`config.mk`:
```
export PLATFORM = sky130hd
export DESIGN_NAME = ascii_case_stream
export DESIGN_NICKNAME = d
export VERILOG_FILES = /design/src/rtl/ascii_case_stream.sv
export SDC_FILE = /design/constraint.sdc
export NUM_CORES = 1
export LEC_CHECK = 0
export CORE_MARGIN = 4
export CORE_UTILIZATION = 40
export CTS_CLUSTER_DIAMETER = 30
export CTS_CLUSTER_SIZE = 25
export DETAILED_ROUTE_END_ITERATION = 10
export HOLD_SLACK_MARGIN = 0.05
export SYNTH_ARGS = -nofsm -noshare
export SYNTH_HDL_FRONTEND = slang
export SYNTH_SLANG_ARGS = --single-unit
```
`constraint.sdc`:
```
create_clock -name clk -period 1.95 [get_ports clk]
set_input_delay 0.195 -clock clk [delete_from_list [all_inputs] [get_ports clk]]
set_output_delay 0.195 -clock clk [all_outputs]
set_load 0.02 [all_outputs]
```
`src/rtl/ascii_case_stream.sv`:
```
// Streaming multi-lane ASCII case converter feeding a FIFO_DEPTH-beat output FIFO.
// Optional macro ASCII_CASE_STATS_EN adds a saturating conv_count of changed bytes.

module ascii_case_lane (
  input  logic [1:0] mode,
  input  logic [7:0] din,
  output logic [7:0] dout,
  output logic       changed
);
  logic is_up, is_lo;

  assign is_up = (din >= 8'd65) && (din <= 8'd90);
  assign is_lo = (din >= 8'd97) && (din <= 8'd122);

  always_comb begin
    dout = din;
    case (mode)
      2'd1: if (is_lo) dout = din - 8'd32;
      2'd2: if (is_up) dout = din + 8'd32;
      2'd3: begin
        if (is_up) dout = din + 8'd32;
        else if (is_lo) dout = din - 8'd32;
      end
      default: dout = din;
    endcase
    changed = (dout != din);
  end
endmodule

module ascii_case_stream #(
  parameter int LANES      = 4,
  parameter int FIFO_DEPTH = 4
) (
  input  logic                          clk,
  input  logic                          rst,
  input  logic [1:0]                    mode,
  input  logic                          in_valid,
  output logic                          in_ready,
  input  logic [8*LANES-1:0]            in_data,
  output logic                          out_valid,
  input  logic                          out_ready,
  output logic [8*LANES-1:0]            out_data,
`ifdef ASCII_CASE_STATS_EN
  output logic [15:0]                   conv_count,
`endif
  output logic [$clog2(FIFO_DEPTH):0]   level
);
  localparam int AW = $clog2(FIFO_DEPTH);
  localparam int LW = AW + 1;
  localparam int CW = $clog2(LANES + 1);

  logic [LANES-1:0][7:0]                 conv_data;
  logic [LANES-1:0]                      lane_chg;
  logic [FIFO_DEPTH-1:0][8*LANES-1:0]    mem;
  logic [AW-1:0]                         wr_ptr, rd_ptr;
  logic [LW-1:0]                         level_nxt;
  logic                                  push, pop;

  for (genvar i = 0; i < LANES; i++) begin : g_lane
    ascii_case_lane u_lane (
      .mode    (mode),
      .din     (in_data[8*i +: 8]),
      .dout    (conv_data[i]),
      .changed (lane_chg[i])
    );
  end

  assign push      = in_valid & in_ready;
  assign pop       = out_valid & out_ready;
  assign out_valid = (level != '0);
  assign out_data  = out_valid ? mem[rd_ptr] : '0;

  always_comb begin
    case ({push, pop})
      2'b10:   level_nxt = level + LW'(1);
      2'b01:   level_nxt = level - LW'(1);
      default: level_nxt = level;
    endcase
  end

  // in_ready is a register so it stays low through reset and for one edge after.
  always_ff @(posedge clk or posedge rst) begin
    if (rst) begin
      wr_ptr   <= '0;
      rd_ptr   <= '0;
      level    <= '0;
      in_ready <= 1'b0;
    end else begin
      if (push) wr_ptr <= wr_ptr + AW'(1);
      if (pop)  rd_ptr <= rd_ptr + AW'(1);
      level    <= level_nxt;
      in_ready <= (level_nxt < LW'(FIFO_DEPTH));
    end
  end

  // Storage needs no reset; out_data is gated by level.
  always_ff @(posedge clk) begin
    if (push) mem[wr_ptr] <= conv_data;
  end

`ifdef ASCII_CASE_STATS_EN
  logic [CW-1:0] nchg;
  logic [16:0]   cnt_sum;

  always_comb begin
    nchg = '0;
    for (int i = 0; i < LANES; i++) nchg = nchg + CW'(lane_chg[i]);
  end

  assign cnt_sum = {1'b0, conv_count} + 17'(nchg);

  always_ff @(posedge clk or posedge rst) begin
    if (rst)       conv_count <= '0;
    else if (push) conv_count <= cnt_sum[16] ? 16'hFFFF : cnt_sum[15:0];
  end
`else
  logic unused_chg;
  assign unused_chg = ^{lane_chg, CW'(0)};
`endif
endmodule
```
==> metrics.yaml, run 1 <==
port_buffers: 74
dr.pass1.iters: 4
hpwl_um: 8250
setup_viol: 34
overflow: 0
crit_path_start_kind: "register"
ys.warnings.count: 0
crit_required_ns: 1.75
status: "complete, but fails checks"
vias: 3701
synth_edf_count: 128
synth-seq-area-share: 0.667
power_density_mw_per_mm2: 1470
vdd_drop_max_mv: 0.826
die_width_um: 131
cp_max_fo: 6
end_kind: "primary output"
post_drt_wl_per_cell_um: 18.3
area_growth_pct: 39.4
yosys-top-cells-area: "edfxtp_1 (63%), mux4_2 (12%), and2_1 (3.7%)"
fp.dieH_um: 131
cts_buffer_depth: 2
nets: 572
pre_cts_slack_ns: -0.388
drcViolationCount: 0
cts_buffers: 17
violations: "negative setup slack"
ys.flop_type: "edfxtp_1"
r2r_slack_ns: -0.08
maxCapViolations: 0
grt_max_degree: 34
finClkSkew_ns: 0.00470
fp-row-count: 44
relSlewSlack: 0.681
start_util: 0.413
yosys_register_bits: 136
ios: 75
dieArea_sq_mm: 0.0172
ys_async_sr_fraction: 0.0588
design.core.area_sq_mm: 0.0147
cts-htree-levels: 4
crit_type: "reg -> out"
syn_inst: 353
syn_area_per_cell_sq_um: 17.2
synth_area_sq_mm: 0.00607
clock-sinks: 136
rsz0062_at_grt: "yes"
grt_pass1_wl_um: 20900
grt_pass1_vias: 3897
antenna_cells: 0
slew_viol_final: 0
fmax_ghz: 0.473
drtIter0Drc: 166
gp_congestion: 0.830
fin_tns_setup_ns: -3.56
crit_arrival_ns: 1.92
grt_usage: 0.158
hold_ws_ns: 0.497
hold_violations: 0
leakage_uw: 0.00317
synth_top_cell_area_share: 0.634
setup_ws_ns: -0.164
ys_types: 47
postRouteAntennaNets: 0
totalPowerFinal_uw: 12500
clock_latency_ns: 0.41
cts_tree: "yes"
period_share: 1.08
fin_crit_ns: 2.11
cts.clk_slew.worst_paths_ns: 0.05
vias_per_cell: 5.20
clockRootBuffer: "clkbuf_16"
finalWirelength_um: 13000
yosysTopAreaCell: "edfxtp_1"
layout-drive-gt1-share: 0.403
antenna_found_initial: 0
worst_slew_pin_slew_ns: 0.477
min_path_type: "in -> reg"
syn_nets: 409
[routing by layer]
layer	vias up	track usage	share of wire
met5	-	0	0
li1	1740	-	-
met3	16	0.0386	0.034
met1	1856	0.206	0.46
met4	0	0.0595	0.014
met2	89	0.257	0.49
[sequential cells by signal (all words and copies together) (netlist names)]
signal,cells
mem,128
level,3
rd_ptr,2
wr_ptr,2
in_ready,1
[worst max-delay path: stages, from the launching register on]
cell and delay [ns]:
dfrtp_2 0.41, buf_12 0.15, buf_12 0.13, mux4_2 0.51, and2_4 0.18, buf_6 0.12
[cells in the final DEF, fill, tap and decap left out, types with 5 or more instances in the layout]
cell             netlist  routed
dfrtp_1                8       5
buf_6                  0      28
a21oi_1                9       8
nor3_1                10      10
clkdlybuf4s50_1        0      41
buf_12                 0      11
ha_1                  17      16
buf_4                  0      64
clkbuf_16              0      17
and2_4                 0      26
edfxtp_1             128     128
and2_1                36      10
o211a_1                6       6
clkinv_1               0       6
inv_1                 17      17
nand2_1               11      11
buf_2                  4       7
mux4_2                32      32
[where the power goes]
| group | internal [uW] | switching [uW] |
|---|---|---|
| logic | 2950 | 2440 |
| registers | 3720 | 150 |
| clock network | 2100 | 1100 |
[Yosys cell counts (all sizes together), types with 2 or more instances]
master / instances
or2: 3
xnor2: 4
a21oi: 9
dfrtp: 8
inv: 17
mux4: 32
and4bb: 2
o32a: 2
a2111oi: 2
nor2b: 3
mux2: 3
or4: 5
and2: 36
nand3: 2
nand2: 11
edfxtp: 128
o211a: 6
buf: 4
clkbuf: 7
o32ai: 3
o31a: 2
a221o: 2
nor2: 3
or3: 2
o21ai: 3
nor3: 10
xor2: 2
a31oi: 4
and3: 4
o41ai: 4
ha: 17
[path summary, 6_finish.rpt]
kind,endpoint,cells past startpoint,start
setup / recovery,out_data[30],5,rd_ptr[0]
hold / removal,mem[91],2,in_data[27]
setup reg to reg,in_ready,8,level[1]
hold reg to reg,wr_ptr[0],1,wr_ptr[0]
max in group asynchronous,level[2],3,rst
min in group asynchronous,level[0],3,rst
[through the flow]
step	std cells	util	area (sq um)
finish	712	0.575	8460
global route	712	0.575	8460
CTS	713	0.576	8460
detailed placement	672	0.522	7670
global placement	672	0.522	7670
floorplan	353	-	6090
[logic make-up after synthesis]
kind of cell    after synthesis  synth area share
flops                       136             0.667
simple gates                 87            0.0871
compound gates               43            0.0567
mux                          35             0.124
buf+inv                      28            0.0182
fa+ha+maj                    18            0.0384
xor+xnor                      6           0.00866
[layout make-up]
cell class / count / area (sq um)
well taps: 184 / 230
clock buffers: 18 / 429
clock inverters: 13 / 160
inverters: 17 / 63.8
multi-input cells: 189 / 2000
flip-flops and latches: 136 / 4050
fillers: 1160 / 6240
repair buffers: 155 / 1530
[repair_timing]
item | 4_1_cts | 5_1_grt
endpoints found under the hold margin | 8 | 0
gates cloned | 3 | 0
endpoints found under the setup margin | 35 | 47
hold buffers | 1 | 0
buffers inserted | 7 | 1
resized for setup | 187 | 30
pin swaps | 2 | 0
Power figures use the tool's default switching activity.
==> inputs of run 2 (changes only) <==
--- a/config.mk
+++ b/config.mk
@@ -6,11 +6,13 @@
 export NUM_CORES = 1
 export LEC_CHECK = 0
 export CORE_MARGIN = 4
-export CORE_UTILIZATION = 40
+export CORE_UTILIZATION = 50
 export CTS_CLUSTER_DIAMETER = 30
 export CTS_CLUSTER_SIZE = 25
 export DETAILED_ROUTE_END_ITERATION = 10
 export HOLD_SLACK_MARGIN = 0.05
+export PLACE_DENSITY = 0.76
+export SLEW_MARGIN = 20
 export SYNTH_ARGS = -nofsm -noshare
 export SYNTH_HDL_FRONTEND = slang
 export SYNTH_SLANG_ARGS = --single-unit
==> run 2 against run 1 <==
Via count up 3.3%. Worst hold slack worse by 0.34 ns. Setup slack better by 0.011 ns. Die area down 19%. Combinational power up 0.9%. Critical path type unchanged. The run still ends with negative setup slack left. Register-to-register slack about the same. Sequential cell count unchanged. First-iteration DRC count up 63%. Utilization up 15 points. Non-clock buffer count down 3.
==> metrics.yaml, run 2 (synthesized netlist as in run 1, its figures left out) <==
status: "complete, but fails checks"  # unchanged
violations: "negative setup slack"  # unchanged
fp.dieH_um: 118  # was 131 um
maxCapViolations: 0  # unchanged
cp_cell_sequence: "buf_6, mux4_2, and2_4, buf_6"  # was buf_12, buf_12, mux4_2, and2_4, buf_6
hpwl_um: 8490  # was 8250 um
ff2ff_path_depth: 8  # unchanged
pre_cts_slack_ns: -0.348  # was -0.388 ns
top_regs: "mem: 128 flops, level: 3 flops"  # unchanged
fmax_ghz: 0.475  # was 0.473 GHz
regMostFlops: "mem"  # unchanged
worst_slew_pin_slew_ns: 0.658  # was 0.477 ns
combPwrFrac: 0.419  # was 0.433
intPower_uw: 9210  # was 8770 uW
fill_cells: 697  # was 1160
grt_pass1_wl_um: 21900  # was 20900 um
crit_top_cell: "buf_6"  # was buf_12
crit_arrival_ns: 1.91  # was 1.92 ns
sw_frac_of_total: 0.292  # was 0.296
fp-row-count: 39  # was 44
period_share: 1.08  # about the same
antenna_found_initial: 0  # unchanged
dr.pass1.iters: 4  # unchanged
min_path_type: "in -> reg"  # unchanged
max_stage_delay_ns: 0.52  # was 0.51 ns
overflow: 0  # unchanged
rsz0062_at_grt: "yes"  # unchanged
power_density_mw_per_mm2: 1540  # was 1470 mW/mm^2
cp_max_fo: 7  # was 6
vias: 3824  # was 3701
slew_viol_final: 0  # unchanged
port_buffers: 74  # unchanged
final_cell_mix: "edfxtp_1 (128), buf_4 (66), clkdlybuf4s50_1 (40)"  # was edfxtp_1 (128), buf_4 (64), clkdlybuf4s50_1 (41)
design.core.area_sq_mm: 0.0117  # was 0.0147 sq mm
leakage_uw: 0.00320  # was 0.00317 uW
crit_required_ns: 1.75  # about the same
crit_path_start_kind: "register"  # unchanged
fin_crit_ns: 2.10  # was 2.11 ns
finalWirelength_um: 13700  # was 13000 um
finish.utilization: 0.726  # was 0.575
clock_latency_ns: 0.42  # was 0.41 ns
grt_max_degree: 34  # unchanged
finish.instance_area_sq_mm: 0.00847  # was 0.00846 sq mm
postRouteAntennaNets: 0  # unchanged
cts_tree: "yes"  # unchanged
pwr-share-clk: 0.281  # was 0.256
drcViolationCount: 0  # unchanged
hold_ws_ns: 0.162  # was 0.497 ns
vdd_drop_max_mv: 1.09  # was 0.826 mV
switchingPower_uw: 3800  # was 3690 uW
drtIter0Drc: 271  # was 166
clockRootBuffer: "clkbuf_16"  # unchanged
dieArea_sq_mm: 0.0140  # was 0.0172 sq mm
cp_top_family: "multiplexers"  # unchanged
grt_pass1_vias: 4201  # was 3897
antenna_cells: 0  # unchanged
ios: 75  # unchanged
cts-htree-levels: 4  # unchanged
cts_buffers: 17  # unchanged
nets: 569  # was 572
start_util: 0.520  # was 0.413
setup_ws_ns: -0.153  # was -0.164 ns
die_width_um: 118  # was 131 um
cts_buffer_depth: 2  # unchanged
post_drt_wl_per_cell_um: 20.5  # was 18.3 um
holdPathStages: 1  # was 2
p_seq_frac: 0.300  # was 0.311
area_growth_pct: 39.6  # was 39.4%
grt_usage: 0.207  # was 0.158
final_common_cell: "edfxtp_1"  # unchanged
gp_congestion: 0.850  # was 0.830
relSlewSlack: 0.550  # was 0.681
slowest_stage: "mux4_2"  # unchanged
largest_reg_flops: 128  # unchanged
finClkSkew_ns: 0.00759  # was 0.00470 ns
cp.depth: 4  # was 5
vias_per_cell: 5.72  # was 5.20
cts.clk_slew.worst_paths_ns: 0.06  # was 0.05 ns
worst-path-buf-inv: 2  # was 3
crit_type: "reg -> out"  # unchanged
setup_viol: 34  # unchanged
hold_violations: 0  # unchanged
placed_area_sq_mm: 0.00760  # was 0.00767 sq mm
clock-sinks: 136  # unchanged
end_kind: "primary output"  # unchanged
layout-drive-gt1-share: 0.424  # was 0.403
## run 2: cell count changes in the layout (fill, tap and decap cells not counted), moves of 2 or more
cell / change
clkinvlp_4: +2
buf_4: +2
and2_1: -7
buf_6: +7
buf_2: -7
buf_12: -5
and2_4: +7
bufinv_16: +3
clkinv_1: -4
## run 2: final cells by class
class                           count  area, sq um  area share
Sequential cell                   136         4050       0.478
Clock buffer                       17          425      0.0502
Clock inverter                     15          255      0.0301
Multi-Input combinational cell    189         2020       0.239
Inverter                           17         63.8     0.00754
Timing Repair Buffer              152         1470       0.174
Tap cell                          143          179      0.0211
## run 2: repair_timing
| action | in CTS | in global routing |
|---|---|---|
| pin swaps | 2 | 0 |
| endpoints found under the hold margin | 8 | 0 |
| gates resized for setup | 238 | 8 |
| setup buffers | 5 | 1 |
| hold buffers | 1 | 0 |
| gates cloned | 1 | 0 |
| setup endpoints to repair | 35 | 43 |
## run 2: worst reg2reg max path: stages (launching register included)
cell	delay [ns]
dfrtp_2	0.40
or3_4	0.40
and2_4	0.16
ha_4	0.16
fa_2	0.33
xnor2_1	0.13
nor2_1	0.11
xor2_1	0.19
inv_1	0.06
## run 2: final timing paths
path / startpoint / to / slack [ns]
min in group asynchronous: rst / in_ready / 0.59
worst min register to register: wr_ptr[0] / wr_ptr[0] / 0.55
worst max register to register: level[1] / in_ready / -0.09
worst min-delay path: in_data[24] / mem[88] / 0.16
worst max-delay path: rd_ptr[0] / out_data[30] / -0.15
max in group asynchronous: rst / level[1] / 1.08
## run 2: routing by layer
metal | vias up | share of wire | track usage
met5 | - | 0 | 0
met4 | 0 | 0.017 | 0.0762
met3 | 22 | 0.061 | 0.0669
met2 | 117 | 0.52 | 0.361
met1 | 1941 | 0.40 | 0.240
li1 | 1744 | - | -
## run 2: power by group through the flow
stage | combinational, uW | clock (uW) | sequential, uW
after floorplan | 2580 | 0 | 3950
after global placement | 4670 | 0 | 3900
after detailed placement | 4730 | 0 | 3940
after CTS | 5640 | 3690 | 3900
after global routing | 5750 | 3840 | 3940
final | 5450 | 3660 | 3900
## run 2: through the flow
| step | power, uW | cells | setup TNS, ns |
|---|---|---|---|
| floorplan | 6530 | 353 | -0.237 |
| CTS | 13200 | 672 | -5.21 |
| global route | 13500 | 669 | -6.04 |
| detailed placement | 8660 | 633 | -14.52 |
| global placement | 8570 | 633 | -11.13 |
| finish | 13000 | 669 | -4.04 |
